--- src/rtl/rx_pkg.sv ---
// Shared types and helpers for the multi-byte UART receive front end.
package rx_pkg;

    localparam int unsigned WORD_W    = 32;
    localparam int unsigned BYTE_W    = 8;
    localparam int unsigned LEN_W     = 3;
    localparam int unsigned MAX_BYTES = 4;

    typedef enum logic [1:0] {
        TOP_IDLE,
        TOP_COLLECT,
        TOP_DELIVER
    } top_state_t;

    typedef enum logic [1:0] {
        RCV_IDLE,
        RCV_START,
        RCV_DATA,
        RCV_STOP
    } rcv_state_t;

    // Requested lengths above one full word collapse to a full word.
    function automatic logic [LEN_W-1:0] clamp_bytes(input logic [LEN_W-1:0] b);
        return (b > LEN_W'(MAX_BYTES)) ? LEN_W'(MAX_BYTES) : b;
    endfunction

endpackage

--- src/rtl/rx_if.sv ---
// Control/result bundle between the word receiver and its consumer.
interface rx_if;
    logic                         start;
    logic [rx_pkg::LEN_W-1:0]     bytes;
    logic                         busy;
    logic [rx_pkg::WORD_W-1:0]    word;
    logic                         valid;
    logic                         frame_err;
    logic                         timeout;

    modport master (
        output start, bytes,
        input  busy, word, valid, frame_err, timeout
    );

    modport slave (
        input  start, bytes,
        output busy, word, valid, frame_err, timeout
    );
endinterface

--- src/rtl/rx_receiver.sv ---
// Bit-level UART receiver: 8N1, mid-bit sampling, strobed byte output.
module receiver
    import rx_pkg::*;
#(
    parameter int unsigned CLKS_PER_BIT = 868
) (
    input  logic              clk,
    input  logic              rst_n,
    input  logic              RxD,
    output logic [BYTE_W-1:0] rx_byte,
    output logic              rx_valid,
    output logic              rx_err
);

    localparam int unsigned CNT_W = $clog2(CLKS_PER_BIT);
    localparam logic [CNT_W-1:0] HALF_LAST = CNT_W'(CLKS_PER_BIT / 2 - 1);
    localparam logic [CNT_W-1:0] BIT_LAST  = CNT_W'(CLKS_PER_BIT - 1);

    logic [1:0]        sync_q;
    logic              prev_q;
    logic              rx_s;
    rcv_state_t        state_q, state_n;
    logic [CNT_W-1:0]  cnt_q, cnt_n;
    logic [2:0]        bit_q, bit_n;
    logic [BYTE_W-1:0] shift_q, shift_n;
    logic [BYTE_W-1:0] byte_n;
    logic              valid_n, err_n;

    assign rx_s = sync_q[1];

    // Synchronizer resets low so a falling edge is only seen after the line has been high.
    always_ff @(posedge clk or negedge rst_n) begin
        if (!rst_n) begin
            sync_q <= 2'b00;
            prev_q <= 1'b0;
        end else begin
            sync_q <= {sync_q[0], RxD};
            prev_q <= rx_s;
        end
    end

    always_ff @(posedge clk or negedge rst_n) begin
        if (!rst_n) begin
            state_q  <= RCV_IDLE;
            cnt_q    <= '0;
            bit_q    <= '0;
            shift_q  <= '0;
            rx_byte  <= '0;
            rx_valid <= 1'b0;
            rx_err   <= 1'b0;
        end else begin
            state_q  <= state_n;
            cnt_q    <= cnt_n;
            bit_q    <= bit_n;
            shift_q  <= shift_n;
            rx_byte  <= byte_n;
            rx_valid <= valid_n;
            rx_err   <= err_n;
        end
    end

    always_comb begin
        state_n = state_q;
        cnt_n   = cnt_q;
        bit_n   = bit_q;
        shift_n = shift_q;
        byte_n  = rx_byte;
        valid_n = 1'b0;
        err_n   = 1'b0;
        case (state_q)
            RCV_IDLE: begin
                if (prev_q && !rx_s) begin
                    state_n = RCV_START;
                    cnt_n   = '0;
                end
            end
            RCV_START: begin
                if (cnt_q == HALF_LAST) begin
                    cnt_n   = '0;
                    bit_n   = '0;
                    state_n = rx_s ? RCV_IDLE : RCV_DATA;
                end else begin
                    cnt_n = cnt_q + CNT_W'(1);
                end
            end
            RCV_DATA: begin
                if (cnt_q == BIT_LAST) begin
                    cnt_n   = '0;
                    shift_n = {rx_s, shift_q[BYTE_W-1:1]};
                    bit_n   = bit_q + 3'd1;
                    if (bit_q == 3'd7) state_n = RCV_STOP;
                end else begin
                    cnt_n = cnt_q + CNT_W'(1);
                end
            end
            RCV_STOP: begin
                if (cnt_q == BIT_LAST) begin
                    cnt_n   = '0;
                    byte_n  = shift_q;
                    valid_n = rx_s;
                    err_n   = !rx_s;
                    state_n = RCV_IDLE;
                end else begin
                    cnt_n = cnt_q + CNT_W'(1);
                end
            end
            default: state_n = RCV_IDLE;
        endcase
    end

endmodule

--- src/rtl/rx_top.sv ---
// Word receiver: collects 0-4 UART bytes LSB-first into a 32-bit word with error/timeout abort.
module rx_top
    import rx_pkg::*;
#(
    parameter int unsigned CLKS_PER_BIT = 868,
    parameter int unsigned TIMEOUT_CLKS = 86800
) (
    input  logic clk,
    input  logic rst_n,
    input  logic RxD,
    rx_if.slave  bus
);

    localparam int unsigned GAP_W = (TIMEOUT_CLKS < 2) ? 1 : $clog2(TIMEOUT_CLKS);
    localparam logic [GAP_W-1:0] GAP_LAST = GAP_W'((TIMEOUT_CLKS == 0) ? 0 : TIMEOUT_CLKS - 1);

    logic [BYTE_W-1:0] rx_byte;
    logic              rx_valid, rx_err;

    receiver #(.CLKS_PER_BIT(CLKS_PER_BIT)) u_rcv (
        .clk      (clk),
        .rst_n    (rst_n),
        .RxD      (RxD),
        .rx_byte  (rx_byte),
        .rx_valid (rx_valid),
        .rx_err   (rx_err)
    );

    top_state_t        state_q, state_n;
    logic [LEN_W-1:0]  n_q, n_n;
    logic [LEN_W-1:0]  k_q, k_n, k_inc;
    logic [WORD_W-1:0] asm_q, asm_n;
    logic [GAP_W-1:0]  gap_q, gap_n;
    logic [WORD_W-1:0] word_q, word_n;
    logic              valid_q, valid_n;
    logic              ferr_q, ferr_n;
    logic              tmo_q, tmo_n;
    logic              busy_q, busy_n;

    assign k_inc = k_q + LEN_W'(1);

    always_ff @(posedge clk or negedge rst_n) begin
        if (!rst_n) begin
            state_q <= TOP_IDLE;
            n_q     <= '0;
            k_q     <= '0;
            asm_q   <= '0;
            gap_q   <= '0;
            word_q  <= '0;
            valid_q <= 1'b0;
            ferr_q  <= 1'b0;
            tmo_q   <= 1'b0;
            busy_q  <= 1'b0;
        end else begin
            state_q <= state_n;
            n_q     <= n_n;
            k_q     <= k_n;
            asm_q   <= asm_n;
            gap_q   <= gap_n;
            word_q  <= word_n;
            valid_q <= valid_n;
            ferr_q  <= ferr_n;
            tmo_q   <= tmo_n;
            busy_q  <= busy_n;
        end
    end

    // A received byte takes priority over a timeout expiring in the same cycle.
    always_comb begin
        state_n = state_q;
        n_n     = n_q;
        k_n     = k_q;
        asm_n   = asm_q;
        gap_n   = gap_q;
        word_n  = word_q;
        valid_n = 1'b0;
        ferr_n  = 1'b0;
        tmo_n   = 1'b0;
        case (state_q)
            TOP_IDLE: begin
                if (bus.start) begin
                    n_n     = clamp_bytes(bus.bytes);
                    k_n     = '0;
                    asm_n   = '0;
                    gap_n   = '0;
                    state_n = (clamp_bytes(bus.bytes) == '0) ? TOP_DELIVER : TOP_COLLECT;
                end
            end
            TOP_COLLECT: begin
                if (rx_valid) begin
                    asm_n[{k_q[1:0], 3'b000} +: BYTE_W] = rx_byte;
                    k_n   = k_inc;
                    gap_n = '0;
                    if (k_inc == n_q) state_n = TOP_DELIVER;
                end else if (rx_err) begin
                    ferr_n  = 1'b1;
                    state_n = TOP_IDLE;
                end else if ((TIMEOUT_CLKS != 0) && (gap_q == GAP_LAST)) begin
                    tmo_n   = 1'b1;
                    state_n = TOP_IDLE;
                end else begin
                    gap_n = gap_q + GAP_W'(1);
                end
            end
            TOP_DELIVER: begin
                word_n  = asm_q;
                valid_n = 1'b1;
                state_n = TOP_IDLE;
            end
            default: state_n = TOP_IDLE;
        endcase
        busy_n = (state_n != TOP_IDLE);
    end

    assign bus.busy      = busy_q;
    assign bus.word      = word_q;
    assign bus.valid     = valid_q;
    assign bus.frame_err = ferr_q;
    assign bus.timeout   = tmo_q;

endmodule

--- src/flat_wrapper.sv ---
// flat-port wrapper written by rule: the top's interface ports become plain ports
module rx_top_flat import rx_pkg::*;
#(
    parameter int unsigned CLKS_PER_BIT = 868,
    parameter int unsigned TIMEOUT_CLKS = 86800
)
  (clk, rst_n, RxD, bus_start, bus_bytes, bus_busy, bus_word, bus_valid, bus_frame_err, bus_timeout);
  rx_if bus_i ();
  input  logic clk;
  input  logic rst_n;
  input  logic RxD;
  input wire logic [$bits(bus_i.start)-1:0] bus_start;
  input wire logic [$bits(bus_i.bytes)-1:0] bus_bytes;
  output wire logic [$bits(bus_i.busy)-1:0] bus_busy;
  output wire logic [$bits(bus_i.word)-1:0] bus_word;
  output wire logic [$bits(bus_i.valid)-1:0] bus_valid;
  output wire logic [$bits(bus_i.frame_err)-1:0] bus_frame_err;
  output wire logic [$bits(bus_i.timeout)-1:0] bus_timeout;
  assign bus_i.start = bus_start;
  assign bus_i.bytes = bus_bytes;
  assign bus_busy = bus_i.busy;
  assign bus_word = bus_i.word;
  assign bus_valid = bus_i.valid;
  assign bus_frame_err = bus_i.frame_err;
  assign bus_timeout = bus_i.timeout;
  rx_top #(.CLKS_PER_BIT(CLKS_PER_BIT), .TIMEOUT_CLKS(TIMEOUT_CLKS)) u_core (.clk(clk), .rst_n(rst_n), .RxD(RxD), .bus(bus_i));
endmodule
--- config.mk ---
export PLATFORM = sky130hd
export DESIGN_NAME = rx_top_flat
export DESIGN_NICKNAME = d
export VERILOG_FILES = /design/src/rtl/rx_pkg.sv /design/src/rtl/rx_if.sv /design/src/rtl/rx_receiver.sv /design/src/rtl/rx_top.sv /design/src/flat_wrapper.sv
export SDC_FILE = /design/constraint.sdc
export NUM_CORES = 1
export LEC_CHECK = 0
export CAP_MARGIN = 20
export CORE_ASPECT_RATIO = 1.2
export CORE_MARGIN = 2
export CORE_UTILIZATION = 35
export CTS_BUF_LIST = sky130_fd_sc_hd__clkbuf_16
export DETAILED_ROUTE_END_ITERATION = 10
export PLACE_DENSITY = 0.61
export RECOVER_POWER = 50
export SLEW_MARGIN = 20
export SYNTH_ARGS = -nofsm -noshare
export SYNTH_HDL_FRONTEND = slang
export SYNTH_SLANG_ARGS = --single-unit
--- constraint.sdc ---
create_clock -name clk -period 2.57 [get_ports clk]
set_clock_uncertainty 0.2 [all_clocks]
set_input_delay 0.514 -clock clk [delete_from_list [all_inputs] [get_ports clk]]
set_output_delay 0.514 -clock clk [all_outputs]
set_load 0.05 [all_outputs]
==> results of run 1 <==
## final cells by class
type	count	area [sq um]
Inverter	22	82.6
Clock inverter	15	184
Multi-Input combinational cell	312	2240
Fill cell	1480	8720
Timing Repair Buffer	54	499
Tap cell	208	260
Sequential cell	129	3230
Clock buffer	17	425
## final timing paths
kind	end	slack, ps	cells past startpoint
max in group asynchronous	u_core.bus.timeout	490	3
worst min register to register	u_core.u_rcv.sync_q[1]	160	0
min in group asynchronous	u_core.asm_q[4]	450	2
worst min-delay path	u_core.u_rcv.sync_q[1]	160	0
worst max register to register	u_core.u_rcv.rx_byte[2]	190	4
worst max-delay path	u_core.u_rcv.rx_byte[2]	190	4
## cells by family (layout without fill, tap and decap cells)
logic type      count (synthesis)  count (layout)  share of synthesized area
mux                            46              46                     0.0914
flops                         129             129                      0.574
fa+ha+maj                      10              10                     0.0222
xor+xnor                        8               8                     0.0151
compound gates                101             101                      0.125
buf+inv                        39             108                     0.0280
simple gates                  147             147                      0.144
## cell usage in the layout (no fill, tap or decap), drive strengths merged, types with 4 or more instances in the layout
cell type,netlist,final
nand2,51,51
mux2,43,43
nand2b,9,9
dfrtp,129,129
nand4,4,4
clkinv,0,6
clkdlybuf4s50,0,39
ha,10,10
inv,22,26
a21oi,15,15
nand3,19,19
o21ai,38,38
a22o,24,24
nor3,10,10
nor4b,4,4
or3,12,12
nor2,12,12
a211o,5,5
xor2,4,4
buf,6,8
o211ai,5,5
nor4,6,6
clkbuf,11,21
## report_power, final
part           internal [uW]  switching (uW)  total, uW
Clock                   1540             928       2460
Sequential              2260             211       2470
Combinational            336             503        839
## registers in the layout, indices dropped and copies added, names as in the netlist, 2 cells and up, named ones only
register,cells
u_core.k_q,3
u_core.bus.word,32
u_core.gap_q,17
u_core.u_rcv.cnt_q,10
u_core.u_rcv.bit_q,3
u_core.u_rcv.shift_q,8
u_core.u_rcv.rx_byte,8
u_core.asm_q,32
u_core.state_q,2
u_core.u_rcv.sync_q,2
u_core.n_q,3
## metal layers
metal  up-vias  track usage
met5         -            0
met4         0       0.0650
met3        14       0.0371
met2        47        0.247
met1      1966        0.182
li1       1844            -
## metrics by stage
| step | power [uW] | setup slack, ps |
|---|---|---|
| after floorplan | 3070 | 320 |
| after detailed placement | 3360 | 217 |
| after CTS | 5860 | 190 |
| after global placement | 3320 | 265 |
| final | 5770 | 192 |
| after global routing | 6070 | 86.2 |
==> run summary, run 1 <==
The run finished with clean final reports. The core region is 15600 sq um. For this block, the initial DRC count from the detailed router was 183. The tools report the wire length of the first global-routing pass as 19600 um.

Biggest area consumer among synthesized cells: sky130_fd_sc_hd__dfrtp_1. The count of cells in the finished layout, fillers not included, comes to 757. The final cycle utilization of the critical path came out at 0.925.

Entering global routing, the biggest net connects 45 pins. For the final antenna-violating net count, the log shows 0. Clock-pin slew was measured on the worst setup and hold paths at 60 ps. From bottom edge to top edge, the die measures 143 um. After global routing the overflow that remains totals 0. For this run, the leading register cell type out of synthesis is sky130_fd_sc_hd__dfrtp_1.

The final-report max-slew violation count is 0. In the final timing run, aggregate negative setup slack is 0 ps. The placed instances occupy a cell area of 6340 sq um. Among all stages on the critical path, the largest delay is contributed by sky130_fd_sc_hd__or3b_1. Counting every net in the synthesized netlist gives 497. At the worst endpoint, the required time is 2670 ps. The tools report the maximum root-to-sink buffer count as 2.

For the worst setup path, the data arrival time is 2480 ps. Detailed routing inserted a total of 3871 vias. Across the VDD grid, the largest voltage drop is 0.000478 V. Aggregate routed wire length: 11600 um. The element type at the critical path end was a register. By area the synthesized netlist is led by sky130_fd_sc_hd__dfrtp_1, sky130_fd_sc_hd__mux2_2, sky130_fd_sc_hd__a22o_1, sky130_fd_sc_hd__nand2_1, sky130_fd_sc_hd__o21ai_0. The fraction of registers with async set or reset after synthesis works out to 1.00.

The worst max-slew margin expressed relative to the limit was 0.390. In this run the power density over the cells is 834 nW/um^2. The final layout contains 553 nets. The fraction of final layout cells sized beyond drive strength 1 is 0.179. Clock latency on the worst-skew pair, taken at its later pin, is 420 ps. The startpoint identified for the worst register-to-register timing path is u_core.u_rcv.cnt_q[3]. In the routed layout, each cell is associated on average with a via count of 5.11. The count of buffers added on input and output ports is 42. The post-synthesis average cell area works out to 11.7 sq um. In this run the cell area of the synthesized design comes to 5630 sq um. The standard-cell row count is 50.

CTS built an H-tree with a depth of 4. Yosys mapped a number of flops with a built-in enable equal to 0. The die footprint came out at 17100 sq um. The path class of the lowest-slack min-delay path was reg2reg.

At the pin with the least slew margin, the transition time is 916 ps. Highest cell delay on the worst timing path: 530 ps. The uppermost signal routing layer after detailed routing is met4. The run gives 5150 um as the wire length on met1. For the number of buffers created by CTS, the log shows 17. The cell count after synthesis came out at 480. Among all cell types in the netlist, the one instantiated most often is sky130_fd_sc_hd__dfrtp_1. The clock tree root driver cell is sky130_fd_sc_hd__clkbuf_16. The analysis attributes to cell leakage a power of 0.00316 uW. Along the worst path, the maximum fanout reaches 9. Summed over all nets, wire length on met2 after detailed routing comes to 5900 um. The tree built by TritonCTS fans out to 129 sinks. Setup violations remaining at the end of the flow were counted as 0.

Once detailed placement completed, the half-perimeter wirelength came to 7940 um. For this run, the number of Yosys warnings is 0. In this run, synthesis produced a sequential element count of 129. In the synthesized netlist, the cells that appear most often are sky130_fd_sc_hd__dfrtp_1, sky130_fd_sc_hd__nand2_1, sky130_fd_sc_hd__mux2_2. After detailed routing, the met3 layer carries 371 um of wire. Worst hold slack: 155 ps. The tools report the beginning of the worst hold path as u_core.u_rcv.sync_q[0].

Post-CTS timing repair inserted 0 buffers for setup. The cts-stage hold buffer count is 1, and the final weighted congestion in routability-driven placement is 0.797. The via count of the first global-routing pass was 3902. Sequential cell area fraction in the yosys report: 0.574. In this run, post-CTS repair resized a total of 0 instances. Starting density of the core: 0.360.

Once placement completed, the tool counted placed cells totaling 724. Broken down by cell family, the worst path's largest delay share belongs to simple AND/OR/NAND/NOR gates. Startpoint-to-endpoint class of the critical path: reg2reg. Share of the synthesized area in the top cell type: 0.574. With fillers left out, the area of the finished cells amounts to 6920 sq um. The width of the die came out at 120 um. Setup repair after global routing left no endpoint under its margin. The initial antenna violation count was 0. In this run the worst setup path begins at u_core.u_rcv.cnt_q[3]. The logs give 0.148 for the total track usage and 43 for the I/O pin total. Together, buffers and inverters on the worst path number 0.

The category of the worst setup path launch point is a register. The run gives 56 as the number of different library cells in the post-synthesis netlist. The run gives 4 as the total iterations of the first detailed-routing run.

The worst path in the final design needs a cycle of 2380 ps, including I/O delays and setup. Antenna diode instance count: 0. Compared with the post-synthesis result, the final layout area differs by 23.0%. The count of endpoints failing hold in the final timing report is 0. Timing would allow up to 420 MHz. After detailed routing, the average wire length per cell comes to 15.3 um. TritonCTS built the clock tree. The remaining routing DRC violations came out at 0. The tools report the reported max-cap violation count as 0. Traced cell by cell, the critical path runs through or3b_1 > or3_1 > nor2_8 > mux2_2. The final core utilization is 0.443.
No activity file was read; power rests on OpenSTA's default activity.
==> inputs of run 2 (changes only) <==
--- a/config.mk
+++ b/config.mk
@@ -10,9 +10,10 @@
 export CORE_MARGIN = 2
 export CORE_UTILIZATION = 35
 export CTS_BUF_LIST = sky130_fd_sc_hd__clkbuf_16
+export CTS_CLUSTER_DIAMETER = 40
 export DETAILED_ROUTE_END_ITERATION = 10
 export PLACE_DENSITY = 0.61
-export RECOVER_POWER = 50
+export RECOVER_POWER = 25
 export SLEW_MARGIN = 20
 export SYNTH_ARGS = -nofsm -noshare
 export SYNTH_HDL_FRONTEND = slang
==> constraint.sdc (replaced) <==
create_clock -name clk -period 2.57 [get_ports clk]
set_clock_uncertainty 0.2 [all_clocks]
set_input_delay 0.514 -clock clk [delete_from_list [all_inputs] [get_ports clk]]
set_output_delay 0.514 -clock clk [all_outputs]
set_load 0.1 [all_outputs]
==> run 2 against run 1 <==
  * Cell area decreased by 2.2%
  * Fmax rose by 0.33%
  * Power decreased by 4.0%
  * Combinational power rose by 9.5%
  * First-iteration DRC count rose by 7.1%
  * Worst setup slack improved by 7.8 ps
  * Sequential power is essentially flat
  * Critical path type unchanged
  * Largest cell class unchanged
==> run summary, run 2 (synthesis results as in run 1) <==
Design area: 6770 sq um. After detailed routing, the number of vias per cell comes to 5.07. The final-report max-slew violation count came out at 0.

Setup repair after global routing left no endpoint under its margin. The number of port buffers was 42; the via count of the first global-routing pass was 3855. The tools report the part of the total power dissipated in combinational logic as 0.166. The fraction of final layout cells sized beyond drive strength 1 was 0.239; the worst hold slack was 160 ps.

The final weighted congestion in routability-driven placement was 0.810; the I/O pin total was 43. The wire length of the first global-routing pass is 19300 um, and the global-route congestion overflow total is 0. Relative to the synthesized area, the layout overhead comes to 20.4%.

The number of clock buffers added by TritonCTS is 17. The path class of the lowest-slack min-delay path is reg2reg. The run gives 0.446 as the sequential power share.

For the total power after layout, the log shows 5540 uW. In this run the worst path has a maximum fanout of 9. After detailed routing, the number of remaining DRC violations is 0. Entering global routing, the biggest net connects 57 pins. The final cycle utilization of the critical path was 0.922; the internal portion of total power was 3890 uW.

Number of sinks handled by clock tree synthesis: 129. The leakage power figure is 0.00321 uW. Relative contribution of the clock network to total power: 0.388.

The post-layout net count is 553, and the HPWL after detailed placement is 7960 um. For the worst-skew pair, the clock arrives at the later sink with an insertion delay of 420 ps. The power per standard cell area works out to 818 nW/um^2. In this run the standard cell core region covers 15600 sq um.

Leaving out fill and tap cells, the most frequent cell in the layout is sky130_fd_sc_hd__dfrtp_1. Data on the critical path arrives at its endpoint at 2470 ps. Clock slew seen by the registers of the worst setup and hold paths: 60 ps. Die footprint: 17100 sq um. The critical path is of the reg2reg type.

The peak supply drop came out at 0.000482 V. Initial antenna violation count: 0. The net switching power came out at 1650 uW. The run gives 724 as the number of instances in the placed design. Summed over all layers, the routed wires come to 11500 um.

After the flow finishes, the layout carries non-filler instances totaling 757. Post-CTS timing repair inserted 0 buffers for setup. The element type at the critical path end is a register. Once the clock tree was built, the resizer swapped 0 gates to a different size. The total track usage came out at 0.145. The maximum root-to-sink buffer count is 2. The detailed router finished its first iteration with 196 violations.

The tools report the post-detailed-placement cell area as 6250 sq um. Clock tree root driver cell: sky130_fd_sc_hd__clkbuf_16. The floorplan has 50 rows.

The shortest clock period the worst path allows after layout was 2370 ps; the count of endpoints failing hold in the final timing report was 0. In the layout the commonest cells are sky130_fd_sc_hd__dfrtp_1, sky130_fd_sc_hd__nand2_1, sky130_fd_sc_hd__buf_4, sky130_fd_sc_hd__mux2_2, sky130_fd_sc_hd__o21ai_0. The run gives 1487 as the number of fill cells in the layout.

The first detailed-routing pass ran for 5 iterations. In the final timing run, aggregate negative setup slack is 0 ps. In this run the vertical extent of the chip is 143 um. Static timing analysis puts the maximum clock frequency at 422 MHz. The final antenna-violating net count is 0. Setup violations remaining at the end of the flow were counted as 0. The flow ran to the end, and the final reports show no timing, DRC or antenna violations. The detailed-route wire length per cell is 15.2 um. The routed layout has 3836 vias.

The run gives 200 ps as the setup slack of the worst register-to-register path. The tools report the antenna diode instance count as 0. Category of the worst setup path launch point: a register. Across the run, the number of max-cap violations was 0. At the worst endpoint, the required time is 2670 ps.

The worst max-slew margin expressed relative to the limit is 0.415. TritonCTS built the clock tree. The width of the die works out to 120 um. The slew of the pin with the lowest slew margin is 878 ps, and the H-tree depth is 4. The switching part of the total is 0.298. The starting density of the core was 0.360.
## run 2: cell types whose count changed in the layout (fill, tap and decap cells not counted), moves of 2 or more
cell / previous run / this run
sky130_fd_sc_hd__clkinv_2: 1 / 5
sky130_fd_sc_hd__bufinv_16: 3 / 1
sky130_fd_sc_hd__clkdlybuf4s50_1: 39 / 4
sky130_fd_sc_hd__clkinv_1: 1 / 5
sky130_fd_sc_hd__inv_6: 4 / 0
sky130_fd_sc_hd__clkinv_4: 4 / 2
sky130_fd_sc_hd__buf_4: 7 / 45
## run 2: worst paths after layout
kind,from,end,cells past startpoint
min,u_core.u_rcv.sync_q[0],u_core.u_rcv.sync_q[1],0
min reg2reg,u_core.u_rcv.sync_q[0],u_core.u_rcv.sync_q[1],0
min in group asynchronous,rst_n,u_core.bus.word[21],2
max,u_core.u_rcv.cnt_q[3],u_core.u_rcv.rx_byte[1],4
max in group asynchronous,rst_n,u_core.bus.word[28],3
max reg2reg,u_core.u_rcv.cnt_q[3],u_core.u_rcv.rx_byte[1],4
## run 2: area by class of cell
| cell class | count | area [sq um] | area share |
|---|---|---|---|
| repair buffers | 54 | 430 | 0.0636 |
| multi-input cells | 312 | 2240 | 0.331 |
| clock inverters | 15 | 103 | 0.0152 |
| inverters | 22 | 82.6 | 0.0122 |
| well taps | 208 | 260 | 0.0384 |
| clock buffers | 17 | 425 | 0.0628 |
| flip-flops and latches | 129 | 3230 | 0.477 |
## run 2: worst max-delay path, cell delays in order, from the launching register on
cell and delay, ps:
sky130_fd_sc_hd__dfrtp_1 420, sky130_fd_sc_hd__or3b_1 530, sky130_fd_sc_hd__or3_1 500, sky130_fd_sc_hd__nor2_8 240
sky130_fd_sc_hd__mux2_2 360
## run 2: timing repair
item | CTS | global route
endpoints found under the hold margin | 30 | 0
setup endpoints to repair | 0 | 0
hold buffers | 1 | 0
## run 2: through the flow
step | worst slack (ps) | util
floorplan | 320 | -
global placement | 282 | 0.400
detailed placement | 208 | 0.400
CTS | 208 | 0.434
global route | 94.1 | 0.433
finish | 199 | 0.433
## run 2: power groups by stage
stage | registers [uW] | logic, uW | clock network, uW
global route | 2500 | 1030 | 2300
detailed placement | 2500 | 935 | 0
global placement | 2490 | 899 | 0
CTS | 2470 | 941 | 2210
floorplan | 2600 | 554 | 0
finish | 2470 | 919 | 2150
## run 2: metal layers
metal	vias to the layer above	track usage	wire length (um)
li1	1843	-	-
met1	1926	0.185	5190
met2	55	0.233	5800
met3	12	0.0395	359
met4	0	0.0625	144
met5	-	0	0
==> inputs of run 3 (changes only) <==
--- a/config.mk
+++ b/config.mk
@@ -7,10 +7,11 @@
 export LEC_CHECK = 0
 export CAP_MARGIN = 20
 export CORE_ASPECT_RATIO = 1.2
-export CORE_MARGIN = 2
+export CORE_MARGIN = 1.5
 export CORE_UTILIZATION = 35
 export CTS_BUF_LIST = sky130_fd_sc_hd__clkbuf_16
 export CTS_CLUSTER_DIAMETER = 40
+export CTS_CLUSTER_SIZE = 12
 export DETAILED_ROUTE_END_ITERATION = 10
 export PLACE_DENSITY = 0.61
 export RECOVER_POWER = 25
==> run 3 against run 2 <==
  * Sequential cell count stayed put
  * Critical path type unchanged
  * Utilization is 0.71 points higher
  * Sequential share of layout area is 0.77 points lower
  * Sequential power hardly changed
  * Power is 9.1% higher
  * Combinational power is 0.5% lower
  * Wire length is 1.4% higher
  * Critical endpoint is now u_core.u_rcv.rx_byte[2]
  * Global-route usage is 0.40 points higher
==> run summary, run 3 (synthesis results as in run 1) <==
The run finished with clean final reports. The design area is 6880 sq um. The floorplan step defined a die boundary enclosing 16800 sq um.

The clock period could shrink to 2360 ps. The setup total negative slack is 0 ps, and the top fanout value on the critical path is 9. Setup violations remaining at the end of the flow were counted as 0. The relative contribution of the clock network to total power is 0.440, and the maximum number of pins on one net before global-route repair is 67. The category of the worst setup path launch point was a register. The fraction of final layout cells sized beyond drive strength 1 is 0.248, and the starting density of the core is 0.360. The H-tree depth is 4. The count of endpoints failing hold in the final timing report was 0; the final cycle utilization of the critical path was 0.920. The clock insertion delay at the later pin of the skew report is 420 ps. The count of vias placed by the detailed router was 3836. Internal power comes to 4320 uW.

The tools report the worst max-slew margin expressed relative to the limit as 0.0883. The tightest min-delay check is of the reg2reg type. The library cells used most frequently in the layout, excluding fill and tap cells, are sky130_fd_sc_hd__dfrtp_1, sky130_fd_sc_hd__nand2_1, sky130_fd_sc_hd__buf_4, sky130_fd_sc_hd__mux2_2, sky130_fd_sc_hd__o21ai_0.

The final-report max-slew violation count is 0. The tools report the final antenna-violating net count as 0. The remaining routing DRC violations was 0. Summed over all nets, the switching power comes to 1720 uW. For this design, the sink count on the clock tree is 129. STA classifies the critical path endpoint as a register. The run gives 5 as the total iterations of the first detailed-routing run. The logs give 0.149 for the total track usage and 19800 um for the wire length of the first global-routing pass. The aggregate routed wire length is 11700 um, and the width of the die is 119 um. The initial antenna violation count came out at 0. Compared with the post-synthesis result, the final layout area differs by 22.4%. Setup repair after global routing left no endpoint under its margin.

Based on the critical path, the design can be clocked at up to 423 MHz. The part of the total power dissipated in combinational logic came out at 0.151. Startpoint-to-endpoint class of the critical path: reg2reg.

For the reported max-cap violation count, the log shows 0. The tools report the antenna diode instance count as 0. Counting along the longest clock path gives a buffer depth of 2. After clock tree synthesis, the setup repair step added 0 buffers.

The peak supply drop is 0.000483 V. For the placeable core region, the log shows 15600 sq um. The average via count per standard cell is 5.07, and the switching part of the total is 0.285.

Data on the critical path is required at its endpoint by 2670 ps. The sequential power share came out at 0.408. Vertical extent of the die: 142 um. Data arrives at the worst endpoint at 2460 ps. After clock tree synthesis, the clock-pin slew on the worst setup and hold paths is 60 ps. The run gives 0.00325 uW as the leakage power figure. The root buffer cell chosen for the clock tree is sky130_fd_sc_hd__clkbuf_16.

The power per standard cell area works out to 878 nW/um^2. I/O pin total: 43. The number of buffers created by CTS is 17.

Most common cell after layout, fill and taps aside: sky130_fd_sc_hd__dfrtp_1. The count of buffers added on input and output ports is 42. Via count of the first global-routing pass: 3858.

After legalization and detailed placement, the total HPWL measured 7800 um. For the global-route congestion overflow total, the log shows 0. For this block, the initial DRC count from the detailed router was 192. TritonCTS built the clock tree. The placed instances occupy a cell area of 6250 sq um.

In this run the core area contains 50 standard-cell rows. In the final routed layout, each cell accounts on average for 15.4 um. The final weighted congestion in routability-driven placement is 0.757.

Summing internal, switching and leakage power gives 6040 uW. For the pin with the worst max-slew slack, the measured transition is 1370 ps. The logs give 553 for the post-layout net count and 210 ps for the setup slack of the worst register-to-register path.
-- run 3: cell types whose count changed in the layout (fill, tap and decap cells not counted), sizes merged --
cell / change
clkinv: -9
clkinvlp: +2
inv: +3
bufinv: +4
-- run 3: area by class of cell --
cell class	instances	area [sq um]
clock buffer	17	425
clock inverter	15	230
fill	1474	8760
inverter	22	82.6
multi-input combinational	312	2240
sequential	129	3230
tap	208	260
timing repair buffer	54	414
-- run 3: through the flow --
stage	hold WS [ps]	instances	setup slack, ps	utilization
after floorplan	18.4	480	320	-
after global placement	141	724	268	0.400
after detailed placement	141	724	227	0.400
after CTS	157	757	207	0.442
after global routing	160	757	41.2	0.440
final	151	757	206	0.440
-- run 3: worst max-delay path, cell delays in order (launching register included) --
cell,delay (ps)
sky130_fd_sc_hd__dfrtp_1,420
sky130_fd_sc_hd__or3b_1,530
sky130_fd_sc_hd__or3_1,490
sky130_fd_sc_hd__nor2_8,240
sky130_fd_sc_hd__mux2_2,360
-- run 3: power groups by stage --
stage / Clock [uW] / Sequential, uW / Combinational [uW]
3_5_place_dp: 0 / 2500 / 926
3_3_place_gp: 0 / 2490 / 903
4_1_cts: 2720 / 2460 / 939
5_1_grt: 2800 / 2500 / 1040
6_report: 2660 / 2470 / 914
2_1_floorplan: 0 / 2600 / 554
-- run 3: metal layers --
layer / global-route usage / routed length (um)
met1: 0.194 / 5410
met2: 0.240 / 5770
met3: 0.0410 / 361
met4: 0.0552 / 123
met5: 0 / 0
-- run 3: path summary, 6_finish.rpt --
path | startpoint | endpoint | cells after the start
max in group asynchronous | rst_n | u_core.gap_q[15] | 3
min reg2reg | u_core.u_rcv.sync_q[0] | u_core.u_rcv.sync_q[1] | 0
max | u_core.u_rcv.cnt_q[3] | u_core.u_rcv.rx_byte[2] | 4
min | u_core.u_rcv.sync_q[0] | u_core.u_rcv.sync_q[1] | 0
min in group asynchronous | rst_n | u_core.bus.word[21] | 3
max reg2reg | u_core.u_rcv.cnt_q[3] | u_core.u_rcv.rx_byte[2] | 4
-- run 3: timing repair --
action / CTS / global route
resized for setup: 0 / 0
hold endpoints to repair: 129 / 0
hold buffers: 1 / 0
